$ cat config.mk
export PLATFORM = sky130hd
export DESIGN_NAME = cdc_fifo_bridge
export DESIGN_NICKNAME = d
export VERILOG_FILES = /design/src/rtl/cdc_fifo_bridge.sv
export SDC_FILE = /design/constraint.sdc
export NUM_CORES = 1
export LEC_CHECK = 0
export CAP_MARGIN = 0
export CORE_ASPECT_RATIO = 1.75
export CORE_UTILIZATION = 55
export DETAILED_ROUTE_END_ITERATION = 12
export PLACE_DENSITY_LB_ADDON = 0.05
export SLEW_MARGIN = 30
export SYNTH_ARGS = -nofsm -noshare
export SYNTH_HDL_FRONTEND = slang
export SYNTH_SLANG_ARGS = --single-unit
export TNS_END_PERCENT = 1
$ cat constraint.sdc
create_clock -name clk_i -period 3.45 [get_ports clk_i]
set_input_delay 0.345 -clock clk_i [delete_from_list [all_inputs] [get_ports clk_i]]
set_output_delay 0.345 -clock clk_i [all_outputs]
set_load 0.05 [all_outputs]
$ cat src/rtl/cdc_fifo_bridge.sv
// CPU-side bridge between the core data bus and the USB CDC byte streams.
// Two byte FIFOs (IN: CPU->host, OUT: host->CPU), a control register with
// interrupt thresholds, occupancy counters and sticky overflow/underflow flags.
module cdc_fifo_bridge #(
    parameter int unsigned IN_DEPTH       = 16,
    parameter int unsigned OUT_DEPTH      = 16,
    parameter int unsigned OUT_THRESH_RST = 1
) (
    input  logic        clk_i,
    input  logic        rst_i,
    input  logic        sel_i,
    input  logic        read_i,
    input  logic        write_i,
    input  logic [1:0]  addr_i,
    input  logic [31:0] data_i,
    output logic [31:0] data_o,
    output logic        in_irq_o,
    output logic        out_irq_o,
    output logic [7:0]  in_data_o,
    output logic        in_valid_o,
    input  logic        in_ready_i,
    input  logic [7:0]  out_data_i,
    input  logic        out_valid_i,
    output logic        out_ready_o
);

    localparam int unsigned IN_AW  = (IN_DEPTH > 1) ? $clog2(IN_DEPTH) : 1;
    localparam int unsigned IN_CW  = IN_AW + 1;
    localparam int unsigned OUT_AW = (OUT_DEPTH > 1) ? $clog2(OUT_DEPTH) : 1;
    localparam int unsigned OUT_CW = OUT_AW + 1;

    localparam logic [1:0] ADDR_DATA   = 2'd0;
    localparam logic [1:0] ADDR_STATUS = 2'd1;
    localparam logic [1:0] ADDR_CTRL   = 2'd2;

    // ------------------------------------------------------------------
    // State
    // ------------------------------------------------------------------
    logic [7:0]        in_mem_q  [IN_DEPTH];
    logic [7:0]        out_mem_q [OUT_DEPTH];

    logic [IN_AW-1:0]  in_wr_ptr_q,  in_wr_ptr_d;
    logic [IN_AW-1:0]  in_rd_ptr_q,  in_rd_ptr_d;
    logic [IN_CW-1:0]  in_count_q,   in_count_d;
    logic [OUT_AW-1:0] out_wr_ptr_q, out_wr_ptr_d;
    logic [OUT_AW-1:0] out_rd_ptr_q, out_rd_ptr_d;
    logic [OUT_CW-1:0] out_count_q,  out_count_d;

    logic              in_irq_en_q,  in_irq_en_d;
    logic              out_irq_en_q, out_irq_en_d;
    logic [7:0]        in_thresh_q,  in_thresh_d;
    logic [7:0]        out_thresh_q, out_thresh_d;
    logic              in_ovf_q,     in_ovf_d;
    logic              out_udf_q,    out_udf_d;
    logic [31:0]       data_q,       data_d;
    logic              in_irq_q,     in_irq_d;
    logic              out_irq_q,    out_irq_d;

    // ------------------------------------------------------------------
    // Decode / handshake signals
    // ------------------------------------------------------------------
    logic        bus_rd, bus_wr;
    logic        in_full, in_empty, out_full, out_empty;
    logic        in_pop, in_push_req, in_push, in_ovf_set;
    logic        out_push, out_pop_req, out_pop, out_udf_set;
    logic        status_wr, ctrl_wr;
    logic [7:0]  in_count8, out_count8;
    logic [31:0] status_word, ctrl_word, rd_data;
    logic        unused_bits;

    assign unused_bits = ^data_i[31:24];

    // Bus strobes, FIFO flags and per-cycle push/pop decisions
    always_comb begin
        bus_rd      = sel_i && read_i;
        bus_wr      = sel_i && write_i;

        in_full     = (in_count_q == IN_CW'(IN_DEPTH));
        in_empty    = (in_count_q == '0);
        out_full    = (out_count_q == OUT_CW'(OUT_DEPTH));
        out_empty   = (out_count_q == '0);

        in_count8   = 8'(in_count_q);
        out_count8  = 8'(out_count_q);

        // A host pop frees a slot in the same cycle, so a push to a full
        // FIFO is still accepted when it coincides with a pop.
        in_pop      = !in_empty && in_ready_i;
        in_push_req = bus_wr && (addr_i == ADDR_DATA);
        in_push     = in_push_req && (!in_full || in_pop);
        in_ovf_set  = in_push_req && in_full && !in_pop;

        // No bypass: a CPU read of an empty OUT FIFO underflows even if the
        // host is pushing in the same cycle.
        out_push    = out_valid_i && !out_full && !rst_i;
        out_pop_req = bus_rd && (addr_i == ADDR_DATA);
        out_pop     = out_pop_req && !out_empty;
        out_udf_set = out_pop_req && out_empty;

        status_wr   = bus_wr && (addr_i == ADDR_STATUS);
        ctrl_wr     = bus_wr && (addr_i == ADDR_CTRL);
    end

    // Pointer and occupancy next-state for both FIFOs
    always_comb begin
        in_wr_ptr_d  = in_wr_ptr_q;
        in_rd_ptr_d  = in_rd_ptr_q;
        in_count_d   = in_count_q;
        out_wr_ptr_d = out_wr_ptr_q;
        out_rd_ptr_d = out_rd_ptr_q;
        out_count_d  = out_count_q;

        if (in_push) begin
            in_wr_ptr_d = in_wr_ptr_q + IN_AW'(1);
        end
        if (in_pop) begin
            in_rd_ptr_d = in_rd_ptr_q + IN_AW'(1);
        end
        case ({in_push, in_pop})
            2'b10:   in_count_d = in_count_q + IN_CW'(1);
            2'b01:   in_count_d = in_count_q - IN_CW'(1);
            default: in_count_d = in_count_q;
        endcase

        if (out_push) begin
            out_wr_ptr_d = out_wr_ptr_q + OUT_AW'(1);
        end
        if (out_pop) begin
            out_rd_ptr_d = out_rd_ptr_q + OUT_AW'(1);
        end
        case ({out_push, out_pop})
            2'b10:   out_count_d = out_count_q + OUT_CW'(1);
            2'b01:   out_count_d = out_count_q - OUT_CW'(1);
            default: out_count_d = out_count_q;
        endcase
    end

    // Control register, sticky flags (set beats W1C) and interrupt levels
    always_comb begin
        in_irq_en_d  = in_irq_en_q;
        out_irq_en_d = out_irq_en_q;
        in_thresh_d  = in_thresh_q;
        out_thresh_d = out_thresh_q;
        in_ovf_d     = in_ovf_q;
        out_udf_d    = out_udf_q;

        if (ctrl_wr) begin
            in_irq_en_d  = data_i[0];
            out_irq_en_d = data_i[1];
            in_thresh_d  = data_i[15:8];
            out_thresh_d = data_i[23:16];
        end

        if (status_wr && data_i[20]) begin
            in_ovf_d = 1'b0;
        end
        if (status_wr && data_i[21]) begin
            out_udf_d = 1'b0;
        end
        if (in_ovf_set) begin
            in_ovf_d = 1'b1;
        end
        if (out_udf_set) begin
            out_udf_d = 1'b1;
        end

        // Evaluated on current state, so the level follows one cycle later
        in_irq_d  = in_irq_en_q && (in_count8 <= in_thresh_q);
        out_irq_d = out_irq_en_q && (out_thresh_q != 8'd0)
                    && (out_count8 >= out_thresh_q);
    end

    // Read mux over pre-write state; data_o only moves on a read
    always_comb begin
        status_word = {10'd0, out_udf_q, in_ovf_q,
                       out_empty, out_full, in_empty, in_full,
                       out_count8, in_count8};
        ctrl_word   = {8'd0, out_thresh_q, in_thresh_q, 6'd0,
                       out_irq_en_q, in_irq_en_q};
        rd_data     = 32'd0;

        case (addr_i)
            ADDR_DATA: begin
                if (!out_empty) begin
                    rd_data = {23'd0, 1'b1, out_mem_q[out_rd_ptr_q]};
                end
            end
            ADDR_STATUS: rd_data = status_word;
            ADDR_CTRL:   rd_data = ctrl_word;
            default:     rd_data = 32'd0;
        endcase

        data_d = bus_rd ? rd_data : data_q;
    end

    // Register update with synchronous reset
    always_ff @(posedge clk_i) begin
        if (rst_i) begin
            in_wr_ptr_q  <= '0;
            in_rd_ptr_q  <= '0;
            in_count_q   <= '0;
            out_wr_ptr_q <= '0;
            out_rd_ptr_q <= '0;
            out_count_q  <= '0;
            in_irq_en_q  <= 1'b0;
            out_irq_en_q <= 1'b0;
            in_thresh_q  <= 8'd0;
            out_thresh_q <= 8'(OUT_THRESH_RST);
            in_ovf_q     <= 1'b0;
            out_udf_q    <= 1'b0;
            data_q       <= 32'd0;
            in_irq_q     <= 1'b0;
            out_irq_q    <= 1'b0;
        end else begin
            in_wr_ptr_q  <= in_wr_ptr_d;
            in_rd_ptr_q  <= in_rd_ptr_d;
            in_count_q   <= in_count_d;
            out_wr_ptr_q <= out_wr_ptr_d;
            out_rd_ptr_q <= out_rd_ptr_d;
            out_count_q  <= out_count_d;
            in_irq_en_q  <= in_irq_en_d;
            out_irq_en_q <= out_irq_en_d;
            in_thresh_q  <= in_thresh_d;
            out_thresh_q <= out_thresh_d;
            in_ovf_q     <= in_ovf_d;
            out_udf_q    <= out_udf_d;
            data_q       <= data_d;
            in_irq_q     <= in_irq_d;
            out_irq_q    <= out_irq_d;
        end
    end

    // FIFO storage; contents need no reset because the pointers own validity
    always_ff @(posedge clk_i) begin
        if (in_push && !rst_i) begin
            in_mem_q[in_wr_ptr_q] <= data_i[7:0];
        end
        if (out_push) begin
            out_mem_q[out_wr_ptr_q] <= out_data_i;
        end
    end

    // Output drive
    assign data_o      = data_q;
    assign in_irq_o    = in_irq_q;
    assign out_irq_o   = out_irq_q;
    assign in_data_o   = in_mem_q[in_rd_ptr_q];
    assign in_valid_o  = !in_empty;
    assign out_ready_o = !out_full && !rst_i;

endmodule

Word level (Yosys, flattened, before mapping) --
Memories as Yosys holds them, arrays and structs flattened. A register that Yosys moved wholly into a read port is not among the register bits. Index checks and enable logic that the tools add are counted.
Storage, ports and cells: flip-flop bits (word level) 80, RAM bits 256, input bits 49, output and inout bits 44, logic and storage cells 87, memories kept 2
Operators by class: add/sub/neg operators 8, $lt $le $gt $ge 2, equal/unequal tests 8, muxes and demuxes 16, reduce and logical (&&, ||, !) cells 36
Memory list:
- in_mem_q | depth 16, bits a word 8, rd ports 1, clocked after Yosys merged registers in 1, write ports 1, line 39 | logic [7:0] in_mem_q [IN_DEPTH];
- out_mem_q | depth 16, bits a word 8, rd ports 1, clocked after Yosys merged registers in 1, write ports 1, line 40 | logic [7:0] out_mem_q [OUT_DEPTH];
Operators by type and width (count):
- 32-bit case mux with 3 select lines | 1
- 1-bit logical AND | 21
- 5-bit case mux with 2 select lines | 2
- 4-bit by 1-bit adder with 4-bit output, second input constant | 4
- 4-bit 2-to-1 mux | 4
- 5-bit by 1-bit adder with 5-bit output, second input constant | 2
- 5-bit equality test, second input constant | 2
- 5-bit logical NOT | 2
- 5-bit by 1-bit subtractor with 5-bit output, second input constant | 2
- 9-bit 2-to-1 mux | 1
- 5-bit by 8-bit greater-or-equal comparator with 1-bit output | 1
- 5-bit by 8-bit <= comparator with 1-bit output | 1
- 1-bit 2-to-1 mux | 8
- 2-bit nonzero test | 4
- 8-bit nonzero test | 1
- 2-bit by 1-bit equality test with 1-bit output, second input constant | 3
- 2-bit equality test, second input constant | 3
- 1-bit logical NOT | 6
- 2-bit logical NOT | 1
- 1-bit logical OR | 1

Longest topological paths before layout --
Gate-level depths: netlist (run 1).
depth in word-level cells 8, mapped depth 12, gate-level depth less buffers 11

Worst setup path before layout (run 1) --
OpenSTA, ideal clock, no wires.
kind input-to-reg, from input sel_i, to register out_count_q[4], library setup time 70 ps, arrival time 2880 ps, data required time 3380 ps, path slack 500 ps, stages 11, path buffers 1, cell sequence clkbuf_1 > nand2_1 > a2111oi_4 > ha_1 > xor2_1 > ha_1 > a211o_1 > a21oi_1 > a221oi_1 > or3_1 > a21oi_1
On the way: word-level cells in the longest chain between the ends 5, elaborated cells on any way between the ends 7, those cells by class 2 x eq/ne; 1 x mux; 4 x reduce/logical
Ends and longest elaborated chain:
- from (decl) | line 11 | input logic sel_i,
- 1-bit logical AND * | line 75 | bus_rd = sel_i && read_i;
- 1-bit logical AND * | line 96 | out_pop_req = bus_rd && (addr_i == ADDR_DATA);
- 1-bit logical AND * | line 97 | out_pop = out_pop_req && !out_empty;
- via out_pop | line 65 | logic out_push, out_pop_req, out_pop, out_udf_set;
- 2-bit by 1-bit equality test with 1-bit output / 2-bit equality test (equally long branches) | line 131 | case ({out_push, out_pop})
- 5-bit case mux with 2 select lines / 2-bit nonzero test (equally long branches)
- to (signal assigned) | line 220 | out_count_q <= out_count_d;
- to (decl) | line 47 | logic [OUT_CW-1:0] out_count_q, out_count_d;
Mark *: on every way through the listed nets, which the timed path passes. The rest lies on a longest branch. A chain may end at the register's enable or synchronous reset.

==> flow_metrics.env, run 1 <==
export IMPL_clock_fmax_ghz=0.309
export IMPL_worst_slew_pin_slew_ps=862
export IMPL_track_usage_pct=24.6
export IMPL_r2r_slack_ps=370
export IMPL_drt_iter0_drc=368
export IMPL_numClockSinks=336
export IMPL_hp_class="in -> reg"
export IMPL_htree_num_levels=1
export IMPL_p_leak_nw=5.20
export IMPL_period_needed_ps=3230
export IMPL_stdcell_count=1294
export IMPL_post_dp_cell_area_sq_um=14900
export IMPL_fin_area_sq_um=15900
export IMPL_finalSetupViolCount=0
export IMPL_min_from="rst_i"
export IMPL_via_count=7607
export IMPL_synth_cells=852
export IMPL_cts_tree="yes"
export IMPL_worstSetupStartpointType="flop"
export IMPL_powerDensity_nw_per_um2=585
export IMPL_grt_pass1_vias=8259
export IMPL_worstSetupEndpointType="primary output"
export IMPL_drc_errors=0
export IMPL_period_share_pct=93.7
export IMPL_r2r_end="out_count_q[4]$_SDFFE_PP0P_"
export IMPL_synth_avg_cell_area_sq_um=16.0
export IMPL_grt_pass1_wl_um=46300
export IMPL_cts_root_buffer="clkbuf_16"
export IMPL_ant_nets=0
export IMPL_row_count=75
export IMPL_grt_max_degree=47
export IMPL_holdPathEnd="out_wr_ptr_q[1]$_SDFFE_PP0P_"
export IMPL_io_pins=93
export IMPL_hold_slack_ps=264
export IMPL_r2r_start="out_count_q[2]$_SDFFE_PP0P_"
export IMPL_layout_common_cells="edfxtp_1, nor2_1, dfxtp_1"
export IMPL_die_x_um=121
export IMPL_clock_path_buffers=3
export IMPL_dpl_cell_count=1238
export IMPL_wirelength_um=30000
export IMPL_drive_above_1_share_pct=18.2
export IMPL_tns_ps=0
export IMPL_synth_seq_cells=336
export IMPL_rsz0062_at_grt="false"
export IMPL_grt_ovfl_total=0
export IMPL_wire_per_inst_um=23.2
export IMPL_ys_types=55
export IMPL_yosys_warnings=0
export IMPL_vdd_drop_max_v=0.000530
export IMPL_crit_fanout=20
export IMPL_synth_edf_count=256
export IMPL_syn_area_sq_um=13600
export IMPL_ys_flop_type="edfxtp_1"
export IMPL_final_core_util_pct=65.7
export IMPL_crit_required_ps=3110
export IMPL_gp_congestion=0.838
export IMPL_nFillCells=1697
export IMPL_rr_worst_depth=11
export IMPL_post_cts_buffers=0
export IMPL_relSlewSlack_pct=42.4
export IMPL_start_util_pct=56.5
export IMPL_fin_worst_skew_ps=14.9
export IMPL_insertion_delay_ps=570
export IMPL_io_buffers=76
export IMPL_min_delay_path_depth=5
export IMPL_drv_slew=0
export IMPL_status="finished, final reports clean"
export IMPL_cts_made_buffers=29
export IMPL_antenna_found_initial=2
export IMPL_hold_viol=0
export IMPL_cp_arrival_ps=2890
export IMPL_first_pass_iters=5
export IMPL_place_hpwl_um=22100
export IMPL_clkTransAtPathRegs_ps=70
export IMPL_final_common_cell="edfxtp_1"
export IMPL_async_flop_share_pct=0
export IMPL_die_area_sq_um=25400
export IMPL_yosysSeqAreaShare_pct=68.2
export IMPL_fin_nets=1038
export IMPL_syn2layout_area_growth_pct=16.3
export IMPL_die_y_um=210
export IMPL_viasPerCell=5.88
export IMPL_core_area_sq_um=24100
export IMPL_cap_viol_max_count=0
export IMPL_path_class="reg -> out"
-- report_power, final --
part,total (mW),switching (mW),internal (mW)
Sequential,4.55,0.131,4.42
Combinational,1.52,0.840,0.679
Clock,3.20,1.44,1.77
-- per-layer routing --
metal	track usage, %	vias up	share of wire, %
met2	50.3	173	60
met4	10.5	0	4.1
met5	0	-	0
met1	24.3	3879	33
met3	2.30	72	2.7
li1	-	3483	-
-- metrics by stage --
| stage | power (mW) | setup slack (ps) |
|---|---|---|
| 5_1_grt | 9.59 | 83.7 |
| 2_1_floorplan | 5.71 | 500 |
| 3_5_place_dp | 6.18 | 325 |
| 4_1_cts | 9.35 | 154 |
| 3_3_place_gp | 6.14 | 453 |
| 6_report | 9.27 | 217 |
-- critical path, stage by stage, from the launching register on --
cell and delay [ps]:
dfxtp_2 600, buf_12 260, mux4_2 530, mux4_2 490
dlygate4sd2_1 440
-- synthesized netlist by cell type, types with 8 or more instances --
cell,count,area (sq um)
edfxtp_1,256,7690
nor2_1,83,312
dfxtp_1,80,1600
mux4_2,71,1600
nand2_1,59,221
clkbuf_1,31,116
a21oi_1,28,140
ha_1,27,338
inv_1,25,93.8
a221oi_1,16,140
nor3_1,16,80.1
a22oi_1,12,90.1
o21ai_0,12,60.1
buf_2,11,55.1
xor2_1,11,96.3
buf_4,8,60.1
mux2i_1,8,80.1
nand3_1,8,40.0
nor2b_1,8,50.1
xnor2_1,8,70.1
-- area by class of cell --
cell class	instances	area, sq um	area share, %
flip-flops and latches	336	9290	58.6
clock buffers	34	776	4.89
repair buffers	127	1140	7.20
diodes	2	5.00	0.0316
inverters	25	93.8	0.592
well taps	308	385	2.43
clock inverters	20	166	1.05
multi-input cells	442	4000	25.2
-- worst max path at each step --
stage	start	endpoint	slack, ps	cells after the start
floorplan	sel_i	out_count_q[4]$_SDFFE_PP0P_	500	11
global placement	addr_i[1]	in_count_q[4]$_SDFFE_PP0P_	450	8
detailed placement	sel_i	out_count_q[4]$_SDFFE_PP0P_	330	11
CTS	flop	in_data_o[4]	150	4
global route	flop	in_data_o[4]	80	4
finish	flop	in_data_o[4]	220	4
-- cells by family (layout without fill, tap and decap cells) --
| group | after synthesis | count (layout) | share of synthesized area [%] |
|---|---|---|---|
| AND/OR/NAND/NOR | 203 | 203 | 6.66 |
| XOR/XNOR | 19 | 19 | 1.22 |
| AO/OA/AOI/OAI | 99 | 99 | 5.33 |
| multiplexers | 85 | 85 | 13.3 |
| adder cells (fa/ha/maj) | 28 | 28 | 2.63 |
| buffers and inverters | 81 | 206 | 2.73 |
| other | 1 | 10 | 0.0275 |
| flip-flops | 336 | 336 | 68.2 |
-- state kept, by name (all words and copies together) (netlist names), named ones only --
signal / flops
in_mem_q: 128
out_thresh_q: 8
out_count_q: 5
in_thresh_q: 8
out_irq_en_q: 1
out_wr_ptr_q: 4
out_irq_o: 1
out_rd_ptr_q: 4
in_irq_en_q: 1
in_count_q: 5
in_wr_ptr_q: 4
data_o: 24
in_ovf_q: 1
in_rd_ptr_q: 4
in_irq_o: 1
out_mem_q: 128
out_udf_q: 1
-- repair_timing --
action	4_1_cts	5_1_grt
endpoints found under the setup margin	8	0
resized for setup	8	0
hold buffers	0	0
Note: power is estimated with default switching activity, not from simulation.
==> inputs of run 2 (changes only) <==
--- a/config.mk
+++ b/config.mk
@@ -5,9 +5,11 @@
 export SDC_FILE = /design/constraint.sdc
 export NUM_CORES = 1
 export LEC_CHECK = 0
+export ABC_AREA = 1
 export CAP_MARGIN = 0
 export CORE_ASPECT_RATIO = 1.75
 export CORE_UTILIZATION = 55
+export CTS_BUF_LIST = sky130_fd_sc_hd__clkbuf_4
 export DETAILED_ROUTE_END_ITERATION = 12
 export PLACE_DENSITY_LB_ADDON = 0.05
 export SLEW_MARGIN = 30
==> run 2 against run 1 <==
Fmax grew 3.2%. Utilization decreased by 1.9 points. Clock power decreased by 4%. Flip-flop and latch count stayed put. Power rose by 3.8%. Final area increased by 4.2%. Via count rose by 30%. Final cell count is 43% higher. Non-clock buffer count is 20 lower. Register-to-register slack better by 600 ps. Critical path type unchanged. Critical endpoint is now in_data_o[1]. Largest cell class unchanged. Highest routed layer unchanged.
==> flow_metrics.env, run 2 <==
export IMPL_insertion_delay_ps=740
export IMPL_path_class="reg -> out"
export IMPL_drv_slew=0
export IMPL_grt_ovfl_total=0
export IMPL_power_total_mw=9.63
export IMPL_holdPathEnd="out_thresh_q[6]$_SDFFE_PP0P_"
export IMPL_r2r_end="out_count_q[4]$_SDFFE_PP0P_"
export IMPL_finalSetupViolCount=0
export IMPL_core_area_sq_um=25900
export IMPL_yosysTopAreaCellShare_pct=53.3
export IMPL_grt_pass1_wl_um=53200
export IMPL_clock_path_buffers=3
export IMPL_synth_top_family_by_area="simple AND/OR/NAND/NOR gates"
export IMPL_worstSetupEndpointType="primary output"
export IMPL_viasPerCell=5.34
export IMPL_htree_num_levels=3
export IMPL_min_from="data_i[22]"
export IMPL_yosysTopAreaCell="edfxtp_1"
export IMPL_muxShareOfSynthArea_pct=2.22
export IMPL_io_buffers=76
export IMPL_via_count=9901
export IMPL_wirelength_um=34800
export IMPL_wire_per_inst_um=18.8
export IMPL_clkTransAtPathRegs_ps=70
export IMPL_period_needed_ps=3130
export IMPL_multi_input_area_sq_um=4070
export IMPL_track_usage_pct=26.7
export IMPL_synth_cells=1349
export IMPL_seqCellArea_sq_um=9290
export IMPL_syn2layout_area_growth_pct=14.5
export IMPL_vdd_drop_max_v=0.000346
export IMPL_cp_arrival_ps=2790
export IMPL_die_y_um=216
export IMPL_r2r_start="out_count_q[2]$_SDFFE_PP0P_"
export IMPL_layout_common_cells="edfxtp_1, nand2_1, inv_1"
export IMPL_synth_area_top_cells="edfxtp_1, dfxtp_1, nand2_1, inv_1, o21ai_0"
export IMPL_rsz0062_at_grt="false"
export IMPL_antenna_found_initial=2
export IMPL_cts_tree="yes"
export IMPL_post_synth_top_count_cell="edfxtp_1"
export IMPL_status="finished, final reports clean"
export IMPL_period_share_pct=90.8
export IMPL_clock_fmax_ghz=0.319
export IMPL_die_area_sq_um=26900
export IMPL_synth_compound_area_share_pct=10.1
export IMPL_drc_errors=0
export IMPL_powerDensity_nw_per_um2=583
export IMPL_final_core_util_pct=63.9
export IMPL_fin_worst_skew_ps=29.0
export IMPL_grt_max_degree=67
export IMPL_io_pins=93
export IMPL_ant_nets=0
export IMPL_row_count=78
export IMPL_die_x_um=124
export IMPL_crit_fanout=66
export IMPL_rr_worst_depth=15
export IMPL_synth_seq_cells=336
export IMPL_hp_class="in -> reg"
export IMPL_yosysSeqAreaShare_pct=64.4
export IMPL_drive_above_1_share_pct=12.3
export IMPL_ys_types=39
export IMPL_drt_iter0_drc=571
export IMPL_gp_congestion=0.838
export IMPL_synth_edf_count=256
export IMPL_nFillCells=2118
export IMPL_first_pass_iters=5
export IMPL_place_hpwl_um=24200
export IMPL_ys_flop_type="edfxtp_1"
export IMPL_tns_ps=0
export IMPL_syn_area_sq_um=14400
export IMPL_relSlewSlack_pct=40.8
export IMPL_hold_viol=0
export IMPL_worst_slew_pin_slew_ps=888
export IMPL_yosys_warnings=0
export IMPL_ys_top_cells_by_count="edfxtp_1, nand2_1, inv_1, o21ai_0, nor2_1"
export IMPL_synthSimpleGateAreaFrac_pct=12.6
export IMPL_synth_xor_xnor_area_share_pct=0.668
export IMPL_cts_root_buffer="clkbuf_4"
export IMPL_grt_pass1_vias=9866
export IMPL_numClockSinks=336
export IMPL_final_common_cell="edfxtp_1"
export IMPL_fin_nets=1548
export IMPL_min_delay_path_depth=3
export IMPL_cap_viol_max_count=0
export IMPL_start_util_pct=55.8
export IMPL_synth_fa_ha_area_share_pct=2.48
export IMPL_synth_avg_cell_area_sq_um=10.7
export IMPL_post_cts_buffers=0
export IMPL_async_flop_share_pct=0
export IMPL_p_leak_nw=6.39
export IMPL_crit_required_ps=3110
export IMPL_r2r_slack_ps=970
export IMPL_ctsHoldBuffers=0
export IMPL_worstSetupStartpointType="flop"
export IMPL_cts_made_buffers=76
-- run 2: routing by layer --
layer,up-vias,track usage [%],wire length (um)
met2,303,50.8,19700
met3,88,5.65,1710
li1,4878,-,-
met1,4632,24.6,11400
met5,-,0,0
met4,0,19.0,1980
-- run 2: power by group --
part	leakage, nW	switching (mW)	total, mW	internal, mW
logic	2.84	1.20	1.94	0.739
registers	2.96	0.175	4.61	4.43
clock network	0.596	1.50	3.08	1.59
total	6.39	2.87	9.63	6.76
-- run 2: cell families after synthesis --
| group | after synthesis |
|---|---|
| mux | 32 |
| other cells | 1 |
| buf+inv | 251 |
| compound gates | 264 |
| simple gates | 426 |
| fa+ha+maj | 28 |
| flops | 336 |
| xor+xnor | 11 |
-- run 2: timing repair --
item	4_1_cts	5_1_grt
resized for setup	0	1
endpoints found under the hold margin	0	0
setup endpoints to repair	0	5
-- run 2: worst max-delay path by stage --
stage                    from                           to  slack (ps)  cells past startpoint
floorplan               rst_i  out_count_q[4]$_SDFFE_PP0P_        1130                     14
global placement    addr_i[0]  out_count_q[4]$_SDFFE_PP0P_         670                     13
global route             flop                 in_data_o[2]         170                      6
finish                   flop                 in_data_o[1]         320                      7
detailed placement  addr_i[0]  out_count_q[4]$_SDFFE_PP0P_         650                     13
CTS                      flop                 in_data_o[4]         190                      5
-- run 2: layout make-up --
type                       count  share of cell area (%)
sequential                   336                    56.3
multi-input combinational    769                    24.7
timing repair buffer         107                    6.49
clock buffer                 113                    5.14
inverter                     181                    4.18
tap                          320                    2.42
clock inverter                26                   0.788
antenna                        2                  0.0303
-- run 2: worst max-delay path, cell delays in order, from the launching register on --
cell and delay (ps):
dfxtp_4 870, buf_4 270, a21oi_1 70, o21ai_0 120, o211ai_1 280, nand3_1 150
nand2_1 100, buf_12 160
-- run 2: stage by stage --
step	cell area [sq um]	instances	hold slack [ps]	setup slack [ps]
finish	16500	1854	252	316
global route	16500	1854	234	175
CTS	16500	1852	175	188
detailed placement	15500	1713	454	647
global placement	15500	1713	453	672
floorplan	14400	1356	439	1130
==> inputs of run 3 (changes only) <==
--- a/config.mk
+++ b/config.mk
@@ -8,9 +8,11 @@
 export ABC_AREA = 1
 export CAP_MARGIN = 0
 export CORE_ASPECT_RATIO = 1.75
+export CORE_MARGIN = 3
 export CORE_UTILIZATION = 55
 export CTS_BUF_LIST = sky130_fd_sc_hd__clkbuf_4
 export DETAILED_ROUTE_END_ITERATION = 12
+export HOLD_SLACK_MARGIN = 0.03
 export PLACE_DENSITY_LB_ADDON = 0.05
 export SLEW_MARGIN = 30
 export SYNTH_ARGS = -nofsm -noshare
==> run 3 against run 2 <==
Clock skew up 15 ps. Setup slack better by 120 ps. Flip-flop and latch count unchanged. Sequential share of layout area up 0.094 points. Combinational power about the same. Critical path depth unchanged. Power down 1.5%. Critical endpoint is now in_data_o[4]. First-iteration DRC count down 15%. Hold slack better by 50 ps. Die area up 5.1%.
==> flow_metrics.env, run 3 (synthesized netlist as in run 2, its figures left out) <==
export IMPL_status="finished, final reports clean"
export IMPL_path_class="reg -> out"
export IMPL_rr_worst_depth=15
export IMPL_fin_area_sq_um=16500
export IMPL_place_hpwl_um=24300
export IMPL_syn2layout_area_growth_pct=14.3
export IMPL_layout_common_cells="edfxtp_1, nand2_1, inv_1"
export IMPL_die_y_um=220
export IMPL_die_area_sq_um=28300
export IMPL_holdPathEnd="in_thresh_q[0]$_SDFFE_PP0P_"
export IMPL_rsz0062_at_grt="false"
export IMPL_place_ws_ps=555
export IMPL_insertion_delay_ps=700
export IMPL_final_core_util_pct=64.6
export IMPL_cp_cell_sequence="buf_12 > a21oi_1 > o21ai_0 > o21ai_0 > o211ai_1 > nand2_1 > buf_12"
export IMPL_worst_slew_pin_slew_ps=941
export IMPL_stdcell_count=1848
export IMPL_start_util_pct=56.5
export IMPL_finalSetupViolCount=0
export IMPL_grt_pass1_wl_um=51900
export IMPL_post_cts_buffers=0
export IMPL_wirelength_um=34400
export IMPL_row_count=77
export IMPL_cts_made_buffers=76
export IMPL_slowest_stage="dfxtp_4"
export IMPL_ctsHoldBuffers=0
export IMPL_die_x_um=128
export IMPL_clkTransAtPathRegs_ps=70
export IMPL_antenna_found_initial=1
export IMPL_gp_congestion=0.934
export IMPL_hp_class="in -> reg"
export IMPL_grt_max_degree=65
export IMPL_cts_tree="yes"
export IMPL_fin_worst_skew_ps=43.8
export IMPL_final_common_cell="edfxtp_1"
export IMPL_clock_fmax_ghz=0.332
export IMPL_p_leak_nw=6.38
export IMPL_vdd_drop_max_v=0.000399
export IMPL_viasPerCell=5.35
export IMPL_via_count=9893
export IMPL_io_pins=93
export IMPL_cp_arrival_ps=2670
export IMPL_drt_iter0_drc=483
export IMPL_fin_ws_ps=440
export IMPL_worstSetupEndpointType="primary output"
export IMPL_hold_slack_ps=303
export IMPL_dpl_cell_count=1712
export IMPL_period_needed_ps=3010
export IMPL_numClockSinks=336
export IMPL_grt_pass1_vias=9812
export IMPL_critPathBufInv=2
export IMPL_drc_errors=0
export IMPL_power_total_mw=9.49
export IMPL_worstSetupStartpointType="flop"
export IMPL_drv_slew=0
export IMPL_ant_nets=0
export IMPL_max_stage_delay_ps=740
export IMPL_ctsResizeCount=0
export IMPL_crit_fanout=52
export IMPL_r2r_start="out_count_q[2]$_SDFFE_PP0P_"
export IMPL_grt_ovfl_total=0
export IMPL_hold_viol=0
export IMPL_wire_per_inst_um=18.6
export IMPL_drive_above_1_share_pct=12.1
export IMPL_cp_top_family="flip-flops"
export IMPL_crit_required_ps=3110
export IMPL_r2r_end="out_count_q[4]$_SDFFE_PP0P_"
export IMPL_tns_ps=0
export IMPL_r2r_slack_ps=970
export IMPL_core_area_sq_um=25500
export IMPL_post_dp_cell_area_sq_um=15600
export IMPL_nFillCells=2057
export IMPL_track_usage_pct=24.5
export IMPL_min_delay_path_depth=3
export IMPL_period_share_pct=87.3
export IMPL_first_pass_iters=4
export IMPL_htree_num_levels=3
export IMPL_relSlewSlack_pct=37.2
export IMPL_min_from="data_i[8]"
export IMPL_cts_root_buffer="clkbuf_4"
export IMPL_fin_nets=1551
export IMPL_powerDensity_nw_per_um2=576
export IMPL_clock_path_buffers=3
export IMPL_cap_viol_max_count=0
export IMPL_io_buffers=76
run 3: layout make-up:
class                           instances  area (sq um)  share of cell area, %
Antenna cell                            1          2.50                 0.0152
Clock buffer                          112           841                   5.10
Clock inverter                         23          86.3                  0.524
Inverter                              181           687                   4.17
Multi-Input combinational cell        769          4070                   24.7
Sequential cell                       336          9290                   56.4
Tap cell                              316           395                   2.40
Timing Repair Buffer                  110          1110                   6.71
run 3: metal layers:
metal  vias up  track usage (%)  wire length [um]
li1       4883                -                 -
met1      4640             22.8             11400
met2       277             48.1             19800
met3        93             4.73              1430
met4         0             14.0              1810
met5         -                0                 0
run 3: how the worst max path moves through the flow:
stage                     startpoint                           to  cells after the start
final                           flop                 in_data_o[4]                      7
after global routing            flop                 in_data_o[4]                      7
after global placement     addr_i[0]  out_count_q[4]$_SDFFE_PP0P_                     13
after floorplan                rst_i  out_count_q[4]$_SDFFE_PP0P_                     14
after CTS                       flop                 in_data_o[4]                      7
after detailed placement   addr_i[0]  out_count_q[4]$_SDFFE_PP0P_                     13
run 3: where the power goes:
group | switching (mW) | internal [mW]
sequential | 0.159 | 4.43
clock | 1.46 | 1.49
combinational | 1.21 | 0.737
run 3: tightest hold or removal path: cells and delay by family:
| kind | cells | cell delay, ps |
|---|---|---|
| buffers and inverters | 1 | 460 |
| and+or+nand+nor | 2 | 140 |
